$ cat src/rtl/bip_debug_sequencer.sv
// Run/step/halt sequencer for the accumulator processor.
// Accepts run/step command bytes from the UART receiver, gates CPU execution
// with a clock-enable, stops on the halt opcode, counts executed cycles and
// returns a 6-byte status frame (PC, ACC, cycle count; low byte first) to the
// UART transmitter over a start/done handshake.
//
// Ports:
//   clk, rst          clock, asynchronous active-high reset
//   rx_data, rx_done  received command byte and its one-cycle strobe
//   tx_done           transmitter finished the current byte
//   OpCode, pc, acc   opcode at PC, program counter, accumulator from the CPU
//   cpu_en            CPU clock-enable
//   tx_start, tx_data transmit request strobe and byte
//   halted            sticky halt flag, cleared only by rst
module bip_debug_sequencer #(
  parameter int unsigned AB       = 11,
  parameter int unsigned DB       = 16,
  parameter int unsigned CW       = 16,
  parameter logic [4:0]  HALT_OP  = 5'b00000,
  parameter logic [7:0]  CMD_RUN  = 8'h63,
  parameter logic [7:0]  CMD_STEP = 8'h73
) (
  input  logic          clk,
  input  logic          rst,
  input  logic [7:0]    rx_data,
  input  logic          rx_done,
  input  logic          tx_done,
  input  logic [4:0]    OpCode,
  input  logic [AB-1:0] pc,
  input  logic [DB-1:0] acc,
  output logic          cpu_en,
  output logic          tx_start,
  output logic [7:0]    tx_data,
  output logic          halted
);

  typedef enum logic [2:0] {StIdle, StRun, StStep, StSend, StWaitTx} state_e;

  state_e        state_q, state_d;
  logic [CW-1:0] cnt_q, cnt_d;
  logic [2:0]    idx_q, idx_d;
  logic          halted_q, halted_d;
  logic [15:0]   pc_snap_q, pc_snap_d;
  logic [15:0]   acc_snap_q, acc_snap_d;
  logic [15:0]   cnt_snap_q, cnt_snap_d;
  logic [7:0]    tx_data_q, tx_data_d;

  logic        is_halt;
  logic        first_send;
  logic [15:0] pc_src, acc_src, cnt_src;
  logic [7:0]  cur_byte;

  assign is_halt = (OpCode == HALT_OP);
  assign cpu_en  = ((state_q == StRun) || (state_q == StStep)) && !is_halt;

  // The CPU is frozen from SEND onward, so during the first SEND cycle the live
  // pc/acc/counter already hold the post-step values (an enabled final cycle has
  // landed). Byte 0 is sent from the live values and the shadow registers are
  // loaded in the same cycle; later bytes come from the shadows.
  assign first_send = (state_q == StSend) && (idx_q == 3'd0);
  assign pc_src     = first_send ? 16'(pc)    : pc_snap_q;
  assign acc_src    = first_send ? 16'(acc)   : acc_snap_q;
  assign cnt_src    = first_send ? 16'(cnt_q) : cnt_snap_q;

  always_comb begin
    cur_byte = 8'h00;
    case (idx_q)
      3'd0:    cur_byte = pc_src[7:0];
      3'd1:    cur_byte = pc_src[15:8];
      3'd2:    cur_byte = acc_src[7:0];
      3'd3:    cur_byte = acc_src[15:8];
      3'd4:    cur_byte = cnt_src[7:0];
      3'd5:    cur_byte = cnt_src[15:8];
      default: cur_byte = 8'h00;
    endcase
  end

  assign tx_start = (state_q == StSend);
  assign tx_data  = (state_q == StSend) ? cur_byte : tx_data_q;
  assign halted   = halted_q;

  always_comb begin
    state_d    = state_q;
    idx_d      = idx_q;
    halted_d   = halted_q;
    pc_snap_d  = pc_snap_q;
    acc_snap_d = acc_snap_q;
    cnt_snap_d = cnt_snap_q;
    tx_data_d  = tx_data_q;
    // Saturating executed-cycle counter.
    cnt_d      = (cpu_en && (cnt_q != {CW{1'b1}})) ? cnt_q + 1'b1 : cnt_q;

    unique case (state_q)
      StIdle: begin
        if (rx_done) begin
          if (rx_data == CMD_RUN) begin
            state_d = StRun;
          end else if (rx_data == CMD_STEP) begin
            state_d = StStep;
          end
        end
      end
      StRun: begin
        if (is_halt) begin
          halted_d = 1'b1;
          state_d  = StSend;
        end
      end
      StStep: begin
        if (is_halt) begin
          halted_d = 1'b1;
        end
        state_d = StSend;
      end
      StSend: begin
        if (first_send) begin
          pc_snap_d  = pc_src;
          acc_snap_d = acc_src;
          cnt_snap_d = cnt_src;
        end
        tx_data_d = cur_byte;
        state_d   = StWaitTx;
      end
      StWaitTx: begin
        // rx_done is ignored here, including when it coincides with tx_done.
        if (tx_done) begin
          if (idx_q == 3'd5) begin
            idx_d   = 3'd0;
            state_d = StIdle;
          end else begin
            idx_d   = idx_q + 3'd1;
            state_d = StSend;
          end
        end
      end
      default: state_d = StIdle;
    endcase
  end

  always_ff @(posedge clk or posedge rst) begin
    if (rst) begin
      state_q    <= StIdle;
      cnt_q      <= '0;
      idx_q      <= 3'd0;
      halted_q   <= 1'b0;
      pc_snap_q  <= 16'h0000;
      acc_snap_q <= 16'h0000;
      cnt_snap_q <= 16'h0000;
      tx_data_q  <= 8'h00;
    end else begin
      state_q    <= state_d;
      cnt_q      <= cnt_d;
      idx_q      <= idx_d;
      halted_q   <= halted_d;
      pc_snap_q  <= pc_snap_d;
      acc_snap_q <= acc_snap_d;
      cnt_snap_q <= cnt_snap_d;
      tx_data_q  <= tx_data_d;
    end
  end

endmodule

$ cat config.mk
export PLATFORM = sky130hd
export DESIGN_NAME = bip_debug_sequencer
export DESIGN_NICKNAME = d
export VERILOG_FILES = /design/src/rtl/bip_debug_sequencer.sv
export SDC_FILE = /design/constraint.sdc
export NUM_CORES = 1
export LEC_CHECK = 0
export CAP_MARGIN = 5
export CORE_MARGIN = 2
export CORE_UTILIZATION = 29
export DETAILED_ROUTE_END_ITERATION = 10
export PLACE_DENSITY = 0.59
export SLEW_MARGIN = 20
export SYNTH_ARGS = -nofsm -noshare
export SYNTH_HDL_FRONTEND = slang
export SYNTH_SLANG_ARGS = --single-unit
$ cat constraint.sdc
create_clock -name clk -period 4 [get_ports clk]
set_clock_uncertainty 0.15 [all_clocks]
set_input_delay 0.6 -clock clk [delete_from_list [all_inputs] [get_ports clk]]
set_output_delay 0.6 -clock clk [all_outputs]
set_load 0.05 [all_outputs]
== Yosys cells after proc, flatten, opt, wreduce, memory -nomap -nowiden ==
Cells that the tools add are included.
W data, S select, Z words.
Storage, ports and cells
  register bits after elaboration: 79
  output and inout bits: 11
  word-level logic and storage cells: 52
Cells by class
  $add $sub $neg: 2
  equal/unequal tests: 16
  mux-type cells: 13
  reduce and logical (&&, ||, !) cells: 13
Operator list (number)
  $mux W16: 3
  $pmux W8 S6: 1
  $mux W3: 6
  $add A16 B1 Y16 const B: 1
  $eq A8 B7 Y1 const B: 2
  $ne A16 B16 Y1 const B: 1
  $pmux W3 S5: 1
  $eq A3 B2 Y1 const B: 4
  $eq A3 B3 Y1 const B: 3
  $mux W8: 1
  $eq A3 B1 Y1 const B: 2
  $logic_not A3 Y1: 2
  $ne A2 B2 Y1 const B: 3
  $reduce_and A2 Y1: 3
  $logic_not A5 Y1: 1
  $reduce_and A4 Y1: 1
  $add A3 B1 Y3 const B: 1
  $logic_and A1 B1 Y1: 3
  $ne A3 B3 Y1 const B: 1
  $mux W2: 1
  $reduce_or A2 Y1: 1
  $logic_not A1 Y1: 1
  $logic_or A1 B1 Y1: 1

== Depth between registers and ports, before layout ==
Gate-level depths: netlist of the first run.
  depth after elaboration: 5
  depth in mapped cells: 8
  gate-level depth less buffers: 6

== Worst setup path before layout of the first run ==
No wires, ideal clock.
  path type: flip-flop to output port
  start: reg idx_q[0]
  end: out tx_data[0]
  arrival time: 2.344 ns
  required time: 3.250 ns
  path slack: 0.906 ns
  stages on the path, launching flop included: 9
  path buffers: 2
  cells stage by stage: dfrtp_1 > buf_2 > buf_1 > and2_1 > ha_1 > inv_1 > nor2_1 > a21oi_1 > o221ai_1
Between the ends
  word-level cells in the longest chain between the ends: 5
Ends and longest elaborated chain
  start, declared: RTL line 41  | logic [2:0] idx_q, idx_d;
  start signal, assigned: RTL line 153  | idx_q <= idx_d;
  $logic_not A3 Y1: RTL line 60, 67
  $logic_and A1 B1 Y1: RTL line 60  | assign first_send = (state_q == StSend) && (idx_q == 3'd0);
  $mux W16 (on tied branches): RTL line 63, 61, 62
  $pmux W8 S6 (*): RTL line 67  | case (idx_q)
  $mux W8 (*)
  end, declared: RTL line 33  | output logic [7:0] tx_data,
Every way passes the cells marked *; elsewhere a longest branch is shown, timed or not.

== Worst setup path in the final report of the first run ==
  start: reg state_q[2]
  end: out tx_data[2]
Between the ends
  word-level cells in the longest chain between the ends: 5
Ends and longest elaborated chain
  start, declared: RTL line 39  | state_e state_q, state_d;
  start signal, assigned: RTL line 142  | state_q <= StIdle;
  start signal, assigned: RTL line 151  | state_q <= state_d;
  $eq A3 B2 Y1 (*): RTL line 60, 79
  $logic_and A1 B1 Y1: RTL line 60
  $mux W16 (on tied branches): RTL line 63, 61, 62
  $pmux W8 S6: RTL line 67
  $mux W8 (*)
Marked as above.

==> results of run 1 <==
where the power goes:
group / internal, W / switching [W]
registers: 0.000922 / 0.000170
clock network: 0.000534 / 0.000284
logic: 0.000349 / 0.000380
state kept, by name, indices dropped and copies added (netlist names):
| register | flops |
|---|---|
| idx_q | 3 |
| cnt_q | 16 |
| pc_snap_q | 8 |
| acc_snap_q | 16 |
| cnt_snap_q | 16 |
| state_q | 3 |
| halted | 1 |
| tx_data_q | 8 |
placed cells by master (no fill, tap or decap), types with 2 or more instances in the layout:
| cell type | netlist | routed |
|---|---|---|
| sky130_fd_sc_hd__dfrtp_1 | 71 | 71 |
| sky130_fd_sc_hd__clkdlybuf4s50_1 | 0 | 46 |
| sky130_fd_sc_hd__mux2_2 | 43 | 43 |
| sky130_fd_sc_hd__buf_4 | 0 | 12 |
| sky130_fd_sc_hd__xor2_1 | 11 | 11 |
| sky130_fd_sc_hd__a22oi_1 | 11 | 11 |
| sky130_fd_sc_hd__a21oi_1 | 10 | 10 |
| sky130_fd_sc_hd__nor3_1 | 9 | 9 |
| sky130_fd_sc_hd__nand2_1 | 9 | 9 |
| sky130_fd_sc_hd__and2_1 | 9 | 9 |
| sky130_fd_sc_hd__clkbuf_16 | 0 | 9 |
| sky130_fd_sc_hd__nand3_1 | 8 | 8 |
| sky130_fd_sc_hd__nand4_1 | 8 | 8 |
| sky130_fd_sc_hd__nor2_1 | 7 | 7 |
| sky130_fd_sc_hd__xnor2_1 | 5 | 5 |
| sky130_fd_sc_hd__inv_1 | 6 | 5 |
| sky130_fd_sc_hd__a2bb2oi_1 | 5 | 5 |
| sky130_fd_sc_hd__o221ai_1 | 5 | 5 |
| sky130_fd_sc_hd__nor4_2 | 4 | 4 |
| sky130_fd_sc_hd__nand2b_1 | 4 | 4 |
| sky130_fd_sc_hd__and3_1 | 3 | 3 |
| sky130_fd_sc_hd__nand3b_1 | 3 | 3 |
| sky130_fd_sc_hd__o21ai_0 | 3 | 3 |
| sky130_fd_sc_hd__a221o_1 | 3 | 3 |
| sky130_fd_sc_hd__clkbuf_8 | 0 | 3 |
| sky130_fd_sc_hd__and4_1 | 2 | 2 |
| sky130_fd_sc_hd__nand4b_1 | 2 | 2 |
| sky130_fd_sc_hd__o21a_1 | 2 | 2 |
| sky130_fd_sc_hd__inv_2 | 1 | 2 |
| sky130_fd_sc_hd__nor2b_1 | 2 | 2 |
| sky130_fd_sc_hd__nor3b_1 | 2 | 2 |
| sky130_fd_sc_hd__mux4_2 | 2 | 2 |
| sky130_fd_sc_hd__ha_1 | 2 | 2 |
| sky130_fd_sc_hd__clkbuf_1 | 5 | 2 |
Yosys cell counts (all sizes together):
master	n	share of area, %
a221o	3	0.89
clkbuf	5	0.55
or2b	1	0.22
a211o	1	0.26
nand3b	3	0.66
nand2b	4	0.74
and2	9	1.7
o221ai	5	1.3
or4	1	0.22
and4	2	0.52
xor2	11	2.8
or3	1	0.18
nand3	8	1.2
nor4b	1	0.44
nand2	9	1.0
a2bb2oi	5	1.3
and3	3	0.55
a21o	1	0.22
nor3b	2	0.44
and4bb	1	0.37
nand4b	2	0.52
nor4	4	1.5
o41ai	1	0.26
inv	7	0.77
o21ai	3	0.44
a22oi	11	2.4
ha	2	0.74
o21a	2	0.44
a21oi	10	1.5
dfrtp	71	52
nor3	9	1.3
nor2b	2	0.37
buf	11	1.8
nor2	7	0.78
mux4	2	1.3
xnor2	5	1.3
a211oi	1	0.22
o41a	1	0.33
nand4	8	1.5
mux2	44	15
cell type report:
type                       instances  area (um^2)  area share, %
clock buffer                      14        274.0          6.295
clock inverter                     2        37.54         0.8623
inverter                           7        26.28         0.6036
multi-input combinational        185         1509          34.67
sequential                        71         1777          40.82
tap                              143        178.9          4.110
timing repair buffer              58        550.5          12.65
kinds of logic (layout without fill, tap and decap cells):
family                     count (synthesis)  count (layout)  synth area share (%)
adders and majority gates                  2               2                0.7379
and+or+nand+nor                           77              77                 14.13
DFF                                       71              71                 52.40
buffers and inverters                     23              81                 3.099
AOI/OAI and AO/OA                         44              44                 9.557
muxes                                     46              46                 15.94
xor gates and xnor gates                  16              16                 4.133
path summary, 6_finish.rpt:
check,cells after the start,end,from,slack [ns]
setup / recovery,7,tx_data[2],state_q[2],0.56
hold / removal,2,halted,halted,0.33
setup reg to reg,6,cnt_snap_q[10],state_q[2],1.46
hold reg to reg,2,halted,halted,0.33
max in group asynchronous,3,cnt_snap_q[8],rst,2.40
min in group asynchronous,3,halted,rst,0.70
metal layers:
layer | track usage, % | up-vias
met5 | 0 | -
met4 | 4.634 | 0
met3 | 3.780 | 10
met2 | 19.40 | 51
met1 | 16.01 | 1178
li1 | - | 1138
worst max-delay path: cells and delay by family, from the launching register on:
family | cells | cell delay (ns)
AO/OA/AOI/OAI | 1 | 0.34
buffers and inverters | 3 | 0.50
flip-flops | 1 | 0.53
multiplexers | 1 | 0.41
AND/OR/NAND/NOR | 2 | 0.59
metrics by stage:
step           hold WS (ns)  cell area (um^2)  std cells
3_5_place_dp         0.3168              4041        464
2_1_floorplan        0.2984              3391        279
3_3_place_gp         0.3101              4041        464
5_1_grt              0.3501              4353        480
4_1_cts              0.3338              4353        480
6_report             0.3288              4353        480
==> impl_metrics.env, run 1 <==
export IMPL_fillerInstances=1115
export IMPL_layout_nets=378
export IMPL_cp_slowest_stage_delay_ns=0.53
export IMPL_cts_path_max_buffers=2
export IMPL_critical_path_peak_fanout=20
export IMPL_topRoutingLayerUsed="met4"
export IMPL_netlist_cell_types=44
export IMPL_layout_min_cycle_time_ns=3.445
export IMPL_path_cells="nand3b_1, buf_4, inv_2, nand2_1, mux2_2, a221o_1, buf_4"
export IMPL_cts_buffers=9
export IMPL_die_width_um=112.1
export IMPL_antenna_left=0
export IMPL_max_freq_mhz=290.3
export IMPL_postSynthRegisterBits=71
export IMPL_critPathKind="reg -> out"
export IMPL_drtPass1Iterations=4
export IMPL_clock_sinks=71
export IMPL_syn_instance_count=279
export IMPL_setup_worst_path_end_class="output port"
export IMPL_unrepaired_setup_endpoints_after_global_routing="no"
export IMPL_cts_root_buffer="sky130_fd_sc_hd__clkbuf_16"
export IMPL_timing_hold_worst_class="reg -> reg"
export IMPL_tns_ns=0
export IMPL_num_vias=2377
export IMPL_cpMostUsedCell="sky130_fd_sc_hd__buf_4"
export IMPL_ports=55
export IMPL_syn_cell_area_mm2=0.003391
export IMPL_post_cts_resize_count=0
export IMPL_p_per_area_mw_per_mm2=606.2
export IMPL_route_met3_wl_um=293
export IMPL_leakage_nw=1.786
export IMPL_critical_path_slowest_cell="sky130_fd_sc_hd__dfrtp_1"
export IMPL_outcome="completed"
export IMPL_synth_avg_cell_area_um2=12.15
export IMPL_report_power_total_w=0.002639
export IMPL_worstSkewPairLatency_ns=0.33
export IMPL_ir_worst_vdd_uv=286.5
export IMPL_synth_yosys_warnings=0
export IMPL_final_period_utilization_pct=86.12
export IMPL_cts_setup_buffers=0
export IMPL_hold_viol=0
export IMPL_met2_length_um=3425
export IMPL_max_capacitance_violation_count=0
export IMPL_antenna_cells=0
export IMPL_tritoncts="built"
export IMPL_count_of_input_and_output_buffers=54
export IMPL_mappedNetlistNets=325
export IMPL_timing_worst_slew_pin_value_ns=0.9002
export IMPL_finalSetupViolations=0
export IMPL_cts_hold_repair_buffers=0
export IMPL_antenna_found_initial=0
export IMPL_startpoint_type="flop"
export IMPL_required_worst_endpoint_ns=3.25
export IMPL_grt_max_degree=72
export IMPL_drt_met1_wl_um=3495
export IMPL_setup_ws_ns=0.5550
export IMPL_dp_hpwl_um=5030
export IMPL_initial_core_util_pct=29.70
export IMPL_grtUsageTotal_pct=12.32
export IMPL_synth_yosys_seq_area_share_pct=52.40
export IMPL_preCtsSetupSlack_ns=0.7421
export IMPL_die_y_um=112.1
export IMPL_std_cell_rows=39
export IMPL_globalplace_congestion=0.7438
export IMPL_wire_per_inst_um=15.26
export IMPL_worst_endpoint_arrival_ns=2.69
export IMPL_layout_core_utilization_pct=38.12
export IMPL_layout_cell_share_with_drive_strength_beyond_1_pct=23.44
export IMPL_core_region_area_mm2=0.01142
export IMPL_grt_pass1_wl_um=12390
export IMPL_area_delta_synth_final_pct=28.38
export IMPL_die_area_mm2=0.01257
export IMPL_routed_via_density=4.952
export IMPL_grt_overflow=0
export IMPL_post_route_drc_count=0
export IMPL_wirelength_routed_um=7324
export IMPL_maxSlewViolCount=0
export IMPL_first_global_vias=2451
export IMPL_clk_pin_slew_worst_paths_ns=0.06
export IMPL_drt_iter0_markers=103
export IMPL_ctsHtreeMaxLevel=3
export IMPL_timing_slew_headroom_pct=39.99
No activity file was read; power rests on OpenSTA's default activity.
==> inputs of run 2 (changes only) <==
--- a/config.mk
+++ b/config.mk
@@ -7,10 +7,9 @@
 export LEC_CHECK = 0
 export CAP_MARGIN = 5
 export CORE_MARGIN = 2
-export CORE_UTILIZATION = 29
+export CORE_UTILIZATION = 40
 export DETAILED_ROUTE_END_ITERATION = 10
-export PLACE_DENSITY = 0.59
-export SLEW_MARGIN = 20
+export PLACE_DENSITY = 0.73
 export SYNTH_ARGS = -nofsm -noshare
 export SYNTH_HDL_FRONTEND = slang
 export SYNTH_SLANG_ARGS = --single-unit
==> impl_metrics.env, run 2 (synthesis gave the netlist of run 1 again) <==
export IMPL_routed_via_density=5.369
export IMPL_std_cell_rows=33
export IMPL_grt_overflow=0
export IMPL_post_route_drc_count=0
export IMPL_antenna_found_initial=0
export IMPL_layout_cell_share_with_drive_strength_beyond_1_pct=23.89
export IMPL_layout_nets=380
export IMPL_timing_slew_headroom_pct=43.97
export IMPL_rr_startpoint="idx_q[0]"
export IMPL_num_vias=2384
export IMPL_cts_root_buffer="sky130_fd_sc_hd__clkbuf_8"
export IMPL_drtPass1Iterations=4
export IMPL_grt_pass1_wl_um=11790
export IMPL_required_worst_endpoint_ns=3.25
export IMPL_p_per_area_mw_per_mm2=585.6
export IMPL_crit_reg2reg_capture="tx_data_q[0]"
export IMPL_antenna_cells=0
export IMPL_placedCellCount=428
export IMPL_critical_path_peak_fanout=17
export IMPL_cts_hold_repair_buffers=0
export IMPL_clk_pin_slew_worst_paths_ns=0.07
export IMPL_holdPathStages=2
export IMPL_hold_viol=0
export IMPL_cts_buffers=9
export IMPL_layout_min_cycle_time_ns=3.379
export IMPL_ctsHtreeMaxLevel=3
export IMPL_tritoncts="built"
export IMPL_fillerInstances=721
export IMPL_multiInputGateArea_mm2=0.001509
export IMPL_grt_max_degree=42
export IMPL_timing_hold_worst_class="reg -> reg"
export IMPL_layout_common_cells="sky130_fd_sc_hd__dfrtp_1, sky130_fd_sc_hd__clkdlybuf4s50_1, sky130_fd_sc_hd__mux2_2"
export IMPL_timing_reg2reg_worst_path_depth=6
export IMPL_finish_cell_count_without_fillers=444
export IMPL_critical_path_endpoint="tx_data[0]"
export IMPL_count_of_input_and_output_buffers=54
export IMPL_post_cts_resize_count=0
export IMPL_leakage_nw=1.790
export IMPL_setup_worst_path_start="idx_q[0]"
export IMPL_tns_ns=0
export IMPL_grtUsageTotal_pct=17.01
export IMPL_final_common_cell="sky130_fd_sc_hd__dfrtp_1"
export IMPL_ff2ff_setup_slack_ns=1.62
export IMPL_first_global_vias=2469
export IMPL_ir_worst_vdd_uv=184.6
export IMPL_dp_hpwl_um=5273
export IMPL_finalSetupViolations=0
export IMPL_wire_per_inst_um=16.05
export IMPL_die_y_um=96.07
export IMPL_globalplace_congestion=0.8151
export IMPL_die_width_um=96.07
export IMPL_wirelength_routed_um=7128
export IMPL_critPathKind="reg -> out"
export IMPL_final_seq_area_mm2=0.001777
export IMPL_initial_core_util_pct=41.27
export IMPL_antenna_left=0
export IMPL_maxSlewViolCount=0
export IMPL_worst_endpoint_arrival_ns=2.63
export IMPL_drt_iter0_markers=79
export IMPL_outcome="completed"
export IMPL_cts_path_max_buffers=2
export IMPL_max_freq_mhz=296.0
export IMPL_cts_setup_buffers=0
export IMPL_core_region_area_mm2=0.008217
export IMPL_timing_worst_slew_pin_value_ns=0.8386
export IMPL_worstSkewPairLatency_ns=0.34
export IMPL_startpoint_type="flop"
export IMPL_die_area_mm2=0.009229
export IMPL_area_delta_synth_final_pct=26.68
export IMPL_setup_worst_path_end_class="output port"
export IMPL_max_capacitance_violation_count=0
export IMPL_unrepaired_setup_endpoints_after_global_routing="no"
export IMPL_final_period_utilization_pct=84.47
export IMPL_ports=55
export IMPL_reg_top3="acc_snap_q (16), cnt_q (16), cnt_snap_q (16)"
export IMPL_clock_sinks=71
-- run 2: cell count changes in the layout (fill, tap and decap cells not counted), sizes merged --
cell	change
buf	+2
bufinv	+1
clkbuf	-1
clkinv	+1
clkinvlp	-1
-- run 2: per-stage QoR --
| step | util, % | total power, W | worst slack [ns] | hold slack [ns] | area [um^2] |
|---|---|---|---|---|---|
| 2_1_floorplan | - | 0.001616 | 0.9057 | 0.2984 | 3391 |
| 3_3_place_gp | 49.55 | 0.001854 | 0.7784 | 0.3144 | 4071 |
| 3_5_place_dp | 49.55 | 0.001895 | 0.7773 | 0.3087 | 4071 |
| 4_1_cts | 52.28 | 0.002540 | 0.5936 | 0.3252 | 4295 |
| 5_1_grt | 52.28 | 0.002666 | 0.4251 | 0.3638 | 4295 |
| 6_report | 52.28 | 0.002516 | 0.6212 | 0.3202 | 4295 |
-- run 2: worst min path at each step --
stage,slack (ns),from,endpoint
floorplan,0.30,pc_snap_q[11],pc_snap_q[11]
global placement,0.31,pc_snap_q[11],pc_snap_q[11]
detailed placement,0.31,halted,halted
CTS,0.33,halted,halted
global route,0.36,pc_snap_q[15],pc_snap_q[15]
finish,0.32,halted,halted
-- run 2: final cells by class --
class	count	share of cell area (%)
Inverter	7	0.6117
Tap cell	105	3.059
Sequential cell	71	41.36
Clock buffer	13	3.699
Timing Repair Buffer	60	14.62
Multi-Input combinational cell	185	35.13
Clock inverter	3	1.515
-- run 2: worst max-delay path: stages (launching register included) --
cell and delay, ns:
sky130_fd_sc_hd__dfrtp_1 0.71, sky130_fd_sc_hd__and2_1 0.21, sky130_fd_sc_hd__ha_1 0.13, sky130_fd_sc_hd__inv_1 0.05
sky130_fd_sc_hd__nor3_1 0.60, sky130_fd_sc_hd__a22oi_1 0.19, sky130_fd_sc_hd__o221ai_1 0.21, sky130_fd_sc_hd__buf_12 0.19
-- run 2: metal layers --
layer / share of wire, % / global-route usage [%]
met1: 44 / 20.74
met4: 1.2 / 5.714
met5: 0 / 0
met2: 51 / 28.65
met3: 4.3 / 5.168
-- run 2: power breakdown --
part	leakage, nW	internal, W	switching (W)
Clock	0.114	0.000385	0.000255
Combinational	0.819	0.000393	0.000392
Sequential	0.857	0.000920	0.000171
==> inputs of run 3 (changes only) <==
==> constraint.sdc (replaced) <==
create_clock -name clk -period 3.34 [get_ports clk]
set_clock_uncertainty 0.15 [all_clocks]
set_input_delay 0.501 -clock clk [delete_from_list [all_inputs] [get_ports clk]]
set_output_delay 0.501 -clock clk [all_outputs]
set_load 0.05 [all_outputs]
==> impl_metrics.env, run 3 (synthesis gave the netlist of run 1 again) <==
export IMPL_cts_root_buffer="sky130_fd_sc_hd__clkbuf_8"
export IMPL_ports=55
export IMPL_timing_worst_slew_pin_value_ns=0.8668
export IMPL_worst_hold_startpoint="halted"
export IMPL_die_width_um=96.07
export IMPL_antenna_found_initial=0
export IMPL_timing_slew_headroom_pct=42.21
export IMPL_antenna_left=0
export IMPL_final_common_cell="sky130_fd_sc_hd__dfrtp_1"
export IMPL_finalSetupViolations=0
export IMPL_clock_sinks=71
export IMPL_ff2ff_setup_slack_ns=1.12
export IMPL_p_sw_share_pct=32.30
export IMPL_setup_worst_path_end_class="output port"
export IMPL_antenna_cells=0
export IMPL_hold_viol=0
export IMPL_tns_ns=0
export IMPL_fillerInstances=696
export IMPL_timing_hold_worst_endpoint="halted"
export IMPL_most_used_layer_global_route="met2"
export IMPL_ctsHtreeMaxLevel=3
export IMPL_std_cell_rows=33
export IMPL_grt_pass1_wl_um=11150
export IMPL_grt_overflow=0
export IMPL_first_global_vias=2329
export IMPL_die_y_um=96.07
export IMPL_worst_endpoint_arrival_ns=2.47
export IMPL_maxSlewViolCount=0
export IMPL_timing_hold_worst_class="reg -> reg"
export IMPL_power_frac_comb_pct=31.2
export IMPL_max_capacitance_violation_count=0
export IMPL_worstSkewPairLatency_ns=0.34
export IMPL_grt_met3_usage_pct=4.933
export IMPL_internal_power_w=0.002083
export IMPL_max_freq_mhz=320.8
export IMPL_sequentialPowerShare_pct=41.8
export IMPL_critPathKind="reg -> out"
export IMPL_layout_min_cycle_time_ns=3.117
export IMPL_timing_reg2reg_worst_path_depth=5
export IMPL_tritoncts="built"
export IMPL_placedCellCount=429
export IMPL_reg_top3="acc_snap_q (16), cnt_q (16), cnt_snap_q (16)"
export IMPL_grt_max_degree=72
export IMPL_grtUsageTotal_pct=15.83
export IMPL_initial_core_util_pct=41.27
export IMPL_p_per_area_mw_per_mm2=710.2
export IMPL_grt_met2_usage_pct=24.07
export IMPL_startpoint_type="flop"
export IMPL_required_worst_endpoint_ns=2.69
export IMPL_finish_cell_count_without_fillers=445
export IMPL_dp_hpwl_um=4702
export IMPL_layout_common_cells="sky130_fd_sc_hd__dfrtp_1, sky130_fd_sc_hd__clkdlybuf4s50_1, sky130_fd_sc_hd__mux2_2"
export IMPL_layout_core_utilization_pct=52.73
export IMPL_crit_reg2reg_capture="tx_data_q[5]"
export IMPL_drt_iter0_markers=91
export IMPL_post_route_cell_area_mm2=0.004333
export IMPL_layout_nets=381
export IMPL_holdPathStages=2
export IMPL_cts_path_max_buffers=2
export IMPL_core_region_area_mm2=0.008217
export IMPL_globalplace_congestion=0.7710
export IMPL_final_period_utilization_pct=93.33
export IMPL_unrepaired_setup_endpoints_after_global_routing="no"
export IMPL_die_area_mm2=0.009229
export IMPL_post_route_drc_count=0
export IMPL_cts_buffers=9
export IMPL_count_of_input_and_output_buffers=54
export IMPL_critical_path_peak_fanout=18
export IMPL_wire_per_inst_um=14.88
export IMPL_post_cts_resize_count=0
export IMPL_global_route_usage_met1_pct=21.16
export IMPL_drtPass1Iterations=4
export IMPL_outcome="completed"
export IMPL_clk_pin_slew_worst_paths_ns=0.08
export IMPL_cts_setup_buffers=0
export IMPL_power_clock_fraction_pct=26.9
export IMPL_wirelength_routed_um=6621
export IMPL_ir_worst_vdd_uv=343.5
export IMPL_rr_startpoint="state_q[2]"
export IMPL_dpl_instance_area_mm2=0.004089
export IMPL_cts_hold_repair_buffers=0
export IMPL_layout_cell_share_with_drive_strength_beyond_1_pct=25.00
export IMPL_routed_via_density=5.303
export IMPL_leakage_nw=1.809
export IMPL_net_load_switching_power_w=0.0009940
export IMPL_area_delta_synth_final_pct=27.79
export IMPL_num_vias=2360
-- run 3: cell types whose count changed in the layout (fill, tap and decap cells not counted), sizes merged --
| cell | before | now |
|---|---|---|
| inv | 7 | 8 |
| bufinv | 2 | 3 |
| clkdlybuf4s50 | 46 | 45 |
| buf | 14 | 16 |
| clkbuf | 13 | 9 |
| clkinv | 1 | 2 |
| clkinvlp | 0 | 1 |
-- run 3: per-layer routing --
layer / part of all wire (%) / up-vias
met4: 1.3 / 0
met2: 46 / 48
met3: 5.2 / 8
met5: 0 / -
met1: 47 / 1166
li1: - / 1138
-- run 3: power groups by stage --
| stage | registers (W) | clock network, W | logic (W) |
|---|---|---|---|
| 2_1_floorplan | 0.00122 | 0 | 0.000711 |
| 3_3_place_gp | 0.00129 | 0 | 0.000943 |
| 3_5_place_dp | 0.00130 | 0 | 0.000965 |
| 4_1_cts | 0.00129 | 0.000844 | 0.000972 |
| 5_1_grt | 0.00132 | 0.000891 | 0.00105 |
| 6_report | 0.00129 | 0.000829 | 0.000961 |
-- run 3: stage by stage --
step / power [W] / setup WS (ns) / hold WS (ns)
floorplan: 0.001935 / 0.3447 / 0.2984
global placement: 0.002238 / 0.6346 / 0.3141
detailed placement: 0.002267 / 0.6027 / 0.3161
CTS: 0.003103 / 0.2175 / 0.3342
global route: 0.003259 / 0.005908 / 0.3597
finish: 0.003077 / 0.2229 / 0.3248
-- run 3: layout make-up --
class / count / area (um^2) / share of cell area (%)
Inverter: 7 / 26.28 / 0.6064
Tap cell: 105 / 131.4 / 3.032
Sequential cell: 71 / 1777 / 41.00
Clock buffer: 9 / 123.9 / 2.859
Multi-Input combinational cell: 185 / 1509 / 34.83
Clock inverter: 7 / 120.1 / 2.772
Timing Repair Buffer: 61 / 645.6 / 14.90
-- run 3: worst max-delay path by stage --
stage	endpoint	depth (start not counted)	start
floorplan	tx_data[0]	8	idx_q[0]
global placement	cpu_en	5	OpCode[1]
detailed placement	tx_data[5]	6	state_q[2]
CTS	tx_data[6]	6	state_q[2]
global route	tx_data[0]	6	state_q[2]
finish	tx_data[5]	6	state_q[2]
-- run 3: worst max-delay path: stages, from the launching register on --
cell	delay, ns
sky130_fd_sc_hd__dfrtp_1	0.50
sky130_fd_sc_hd__nand3b_1	0.26
sky130_fd_sc_hd__buf_4	0.23
sky130_fd_sc_hd__nor2_1	0.46
sky130_fd_sc_hd__a21oi_1	0.15
sky130_fd_sc_hd__o221ai_1	0.34
sky130_fd_sc_hd__buf_12	0.19
